**src/rtl/rx_word_assembler_pkg.sv**
```systemverilog
// rx_word_assembler_pkg: shared FSM states and default timing constants for the receive path
package rx_word_assembler_pkg;

    typedef enum logic [1:0] {
        IDLE,
        COLLECT,
        WRITE,
        DONE
    } state_t;

    localparam int DEFAULT_TIMEOUT_CYCLES = 12_200_000;

endpackage

```
**src/rtl/rx_word_assembler_idle_timer.sv**
```systemverilog
// idle_timer: counts enabled cycles since the last clear and flags when the idle budget is used up
module idle_timer
    import rx_word_assembler_pkg::*;
#(
    parameter int TIMEOUT_CYCLES = DEFAULT_TIMEOUT_CYCLES
) (
    input  logic clk,
    input  logic rst,
    input  logic clear,
    input  logic enable,
    output logic expired
);

    localparam int CW = $clog2(TIMEOUT_CYCLES + 1);

    logic [CW-1:0] cnt;

    assign expired = cnt == CW'(TIMEOUT_CYCLES - 1);

    always_ff @(posedge clk) begin
        if (rst || clear)
            cnt <= '0;
        else if (enable && !expired)
            cnt <= cnt + 1'b1;
    end

endmodule

```
**src/rtl/rx_word_assembler.sv**
```systemverilog
// rx_word_assembler: packs UART bytes little-endian into scalar or MAX_ADDR-word vector frames
module rx_word_assembler
    import rx_word_assembler_pkg::*;
#(
    parameter int MAX_ADDR       = 1024,
    parameter int TIMEOUT_CYCLES = DEFAULT_TIMEOUT_CYCLES
) (
    input  logic                        clk,
    input  logic                        rst,
    input  logic [7:0]                  rx_data,
    input  logic                        rx_ready,
    input  logic                        start,
    input  logic                        out_mode,
    input  logic [1:0]                  max_pck,
    output logic [31:0]                 word_out,
    output logic [$clog2(MAX_ADDR)-1:0] w_addr,
    output logic                        w_en,
    output logic                        busy,
    output logic                        done,
    output logic                        timeout_err
);

    localparam int AW = $clog2(MAX_ADDR);

    state_t          state;
    logic            mode;
    logic [1:0]      pck;
    logic [1:0]      byte_idx;
    logic [31:0]     shift;
    logic [31:0]     merged;
    logic [AW-1:0]   addr;
    logic            last;
    logic            expired;

    assign busy = state != IDLE;
    assign last = mode || addr == AW'(MAX_ADDR - 1);

    always_comb begin
        merged = shift;
        merged[{byte_idx, 3'b000} +: 8] = rx_data;
    end

    idle_timer #(.TIMEOUT_CYCLES(TIMEOUT_CYCLES)) u_idle_timer (
        .clk    (clk),
        .rst    (rst),
        .clear  (state == IDLE || (rx_ready && (state == COLLECT || state == WRITE))),
        .enable (state == COLLECT && !rx_ready),
        .expired(expired)
    );

    always_ff @(posedge clk) begin
        if (rst) begin
            state       <= IDLE;
            mode        <= 1'b0;
            pck         <= 2'd0;
            byte_idx    <= 2'd0;
            shift       <= '0;
            addr        <= '0;
            word_out    <= '0;
            w_addr      <= '0;
            w_en        <= 1'b0;
            done        <= 1'b0;
            timeout_err <= 1'b0;
        end else begin
            w_en        <= 1'b0;
            done        <= 1'b0;
            timeout_err <= 1'b0;
            case (state)
                IDLE: if (start) begin
                    mode     <= out_mode;
                    pck      <= max_pck;
                    shift    <= '0;
                    byte_idx <= 2'd0;
                    addr     <= '0;
                    state    <= COLLECT;
                end
                COLLECT: if (rx_ready) begin
                    shift    <= merged;
                    byte_idx <= byte_idx + 2'd1;
                    if (byte_idx == pck) begin
                        word_out <= merged;
                        w_addr   <= addr;
                        w_en     <= 1'b1;
                        state    <= WRITE;
                    end
                end else if (expired) begin
                    timeout_err <= 1'b1;
                    state       <= IDLE;
                end
                WRITE: if (last) begin
                    state <= DONE;
                end else begin
                    // a byte landing here opens the next word; with one-byte words it closes it too
                    addr     <= addr + 1'b1;
                    shift    <= rx_ready ? {24'h0, rx_data} : 32'h0;
                    byte_idx <= rx_ready ? 2'd1 : 2'd0;
                    state    <= COLLECT;
                    if (rx_ready && pck == 2'd0) begin
                        word_out <= {24'h0, rx_data};
                        w_addr   <= addr + 1'b1;
                        w_en     <= 1'b1;
                        state    <= WRITE;
                    end
                end
                DONE: begin
                    done  <= 1'b1;
                    state <= IDLE;
                end
                default: state <= IDLE;
            endcase
        end
    end

endmodule

```
**config.mk**
```make
export PLATFORM = sky130hd
export DESIGN_NAME = rx_word_assembler
export DESIGN_NICKNAME = d
export VERILOG_FILES = /design/src/rtl/rx_word_assembler_pkg.sv /design/src/rtl/rx_word_assembler_idle_timer.sv /design/src/rtl/rx_word_assembler.sv
export SDC_FILE = /design/constraint.sdc
export NUM_CORES = 1
export LEC_CHECK = 0
export ABC_AREA = 1
export CORE_AREA = 8 8 118 120
export DETAILED_ROUTE_END_ITERATION = 10
export DIE_AREA = 0 0 126 128
export HOLD_SLACK_MARGIN = 0.06
export MAX_ROUTING_LAYER = met4
export PLACE_DENSITY = 0.79
export SLEW_MARGIN = 40
export SYNTH_ARGS = -nofsm -noshare
export SYNTH_HDL_FRONTEND = slang
export SYNTH_SLANG_ARGS = --single-unit
```
**constraint.sdc**
```tcl
create_clock -name clk -period 2.45 [get_ports clk]
set_input_delay 0.6125 -clock clk [delete_from_list [all_inputs] [get_ports clk]]
set_output_delay 0.6125 -clock clk [all_outputs]
set_load 0.02 [all_outputs]
```
==> results.toml <==
[status]
status = "completed"

[hold_path]
hp-class = "flop to flop"
min_from = "mode"

[flow_run]
drv_cap = 0

[placement]
dp_hpwl_um = 11700
gp_congestion = 0.961
place_area_sq_um = 7570
port-buffer-count = 60

[critical_path]
crit_path_end_kind = "primary output"
crit_type = "flop to primary output"
cpPeakStageDelay_ns = 0.35
startpoint = "state[0]"
cp_max_fo = 5
timing.rr.start = "addr[1]"
arrival_ns = 1.57
startpoint_type = "flop"
crit_chain = "inv_1 -> ha_1 -> inv_1 -> dlygate4sd2_1"
critical_path.most_common_cell = "inv_1"
critPathSlowestCell = "dfxtp_1"
worstPathRequired_ns = 1.84

[synthesis]
seq_area_frac_synth_pct = 34.7
syn_area_sq_um = 6810
syn_avg_cell_area_sq_um = 5.91
syn-num-nets = 1180
ys_types = 32
ys_ff_latch = 118
yosysWarnings = 0
synthCells = 1153

[cts]
root_buffer = "clkbuf_16"
cts_tree = "built"
htreeDepth = 4
clock_tree.buffer_depth = 2
clk_latency_ns = 0.42
cts.clk_slew.worst_paths_ns = 0.05
cts_made_buffers = 17
holdBufCountCts = 0
cts_sinks = 118

[layout]
drive_above_1_share_pct = 5.33
post-route-cell-area_sq_um = 8150
nNetsFinal = 1236
final_common_cell = "nand2_1"
num_antenna_cells = 0
syn_to_final_growth_pct = 19.7
final_cell_mix = "nand2_1, nor2_1, inv_1"

[sta]
setup_violations = 0
finalCritPeriodShare_pct = 88.9
slew_viol_final = 0
tns_ns = 0
clock_skew_ns = 0.00764
rsz0062_at_grt = "false"
slew_headroom_pct = 62.8
worst_slew_pin_slew_ns = 0.555
fin_crit_ns = 2.18
finalHoldViolCount = 0
max_freq_mhz = 459

[pwr]
switching_share_pct = 42.8
ir_drop_mv = 0.844
p_per_area_nw_per_um2 = 1310
power_mw = 10.7
p_sw_mw = 4.57
p_clk_share_pct = 22.9
p_seq_share_pct = 26.8
power_leakage_nw = 3.83
p_int_mw = 6.12
combPwrFrac_pct = 50.3

[global_routing]
grt_usage_pct = 22.9
antenna_found_initial = 0
grt_pass1_wl_um = 29700
grt_pass1_vias = 6412
grt_max_degree = 86
overflow = 0

[routing]
remaining_drc_errors = 0
wl_um = 17200
vias = 6894
initialDrtViolationCount = 591
vias_per_cell = 5.03
ant_nets = 0
dr.pass1.iters = 5
wire_per_inst_um = 12.6

[floorplanning]
die_area_sq_um = 16100
fp-row-count = 41
num_io_pins = 61
initial_core_util_pct = 55.8
core_area_sq_um = 12200
die_w_um = 126
die-height_um = 128
-- final timing paths --
path	endpoint	depth (start not counted)	slack, ns
min	mode	2	0.45
min reg2reg	mode	2	0.45
max reg2reg	word_out[27]	11	0.33
max	busy	4	0.27
-- per-stage QoR --
stage	hold WS (ns)	util [%]	std cells	worst slack [ns]
final	0.453	66.8	1370	0.271
after global routing	0.480	66.8	1370	0.0683
after CTS	0.458	66.7	1370	0.225
after detailed placement	0.446	62.0	1340	0.117
after global placement	0.440	62.0	1340	0.173
after floorplan	0.430	-	1153	0.585
-- sequential cells by signal, indices dropped and copies added, names as in the netlist --
| signal | cells |
|---|---|
| u_idle_timer.cnt | 24 |
| byte_idx | 2 |
| done | 1 |
| word_out | 32 |
| pck | 2 |
| w_en | 1 |
| timeout_err | 1 |
| w_addr | 10 |
| mode | 1 |
| state | 2 |
| shift | 32 |
| addr | 10 |
-- critical path: cells and delay by family (launching register included) --
kind	cells	cell delay, ns
buffers and inverters	3	0.53
flip-flops	1	0.35
adder cells (fa/ha/maj)	1	0.27
-- area by class of cell --
class | count | area (sq um)
sequential | 118 | 2360
tap | 150 | 188
clock inverter | 3 | 65.1
multi-input combinational | 832 | 3620
timing repair buffer | 83 | 813
clock buffer | 27 | 513
fill | 1131 | 4060
inverter | 157 | 589
-- synthesized netlist by cell type --
library cell | instances | area, sq um
o21bai_1 | 1 | 7.51
ha_1 | 12 | 150
nor2_1 | 249 | 935
o211ai_1 | 2 | 15.0
o21ai_0 | 33 | 165
nor2_4 | 1 | 11.3
nor4_1 | 1 | 6.26
nor3_2 | 1 | 10.0
nand2_2 | 3 | 18.8
xnor2_1 | 4 | 35.0
a22oi_1 | 8 | 60.1
clkinv_1 | 2 | 7.51
o22ai_1 | 10 | 62.6
buf_2 | 14 | 70.1
inv_2 | 8 | 30.0
buf_6 | 5 | 56.3
inv_1 | 147 | 552
nand2_1 | 379 | 1420
dfxtp_1 | 118 | 2360
nand4_1 | 18 | 113
buf_4 | 3 | 22.5
buf_1 | 8 | 30.0
a31oi_1 | 4 | 25.0
and3_1 | 1 | 6.26
a21oi_1 | 43 | 215
nand3_2 | 1 | 10.0
clkbuf_1 | 16 | 60.1
nor2_2 | 2 | 12.5
xor2_1 | 9 | 78.8
nand3_1 | 48 | 240
nor3_1 | 1 | 5.00
nand3_4 | 1 | 17.5
-- kinds of logic (layout without fill, tap and decap cells) --
kind of cell,after synthesis,count (layout),share of synthesized area (%)
AO/OA/AOI/OAI,101,101,8.08
XOR/XNOR,13,13,1.67
adder cells (fa/ha/maj),12,12,2.20
buffers and inverters,203,270,12.2
flip-flops,118,118,34.7
AND/OR/NAND/NOR,706,706,41.2
-- power by group through the flow --
stage | combinational, mW | sequential (mW) | clock, mW
floorplan | 3.51 | 3.22 | 0
finish | 5.37 | 2.87 | 2.45
global route | 6.14 | 2.94 | 2.57
CTS | 5.37 | 2.87 | 2.49
detailed placement | 5.34 | 2.90 | 0
global placement | 5.25 | 2.89 | 0
-- repair_timing --
action / CTS / global route
resized for setup: 1 / 1
pin swaps: 0 / 0
setup endpoints to repair: 1 / 3
buffers inserted: 0 / 0
-- metal layers --
layer	track usage [%]	routed length (um)	vias up
met4	6.86	257	0
met5	-	0	-
met2	36.5	8040	173
met3	5.53	932	26
li1	-	-	3624
met1	28.2	7990	3071
Note: power is estimated with default switching activity, not from simulation.
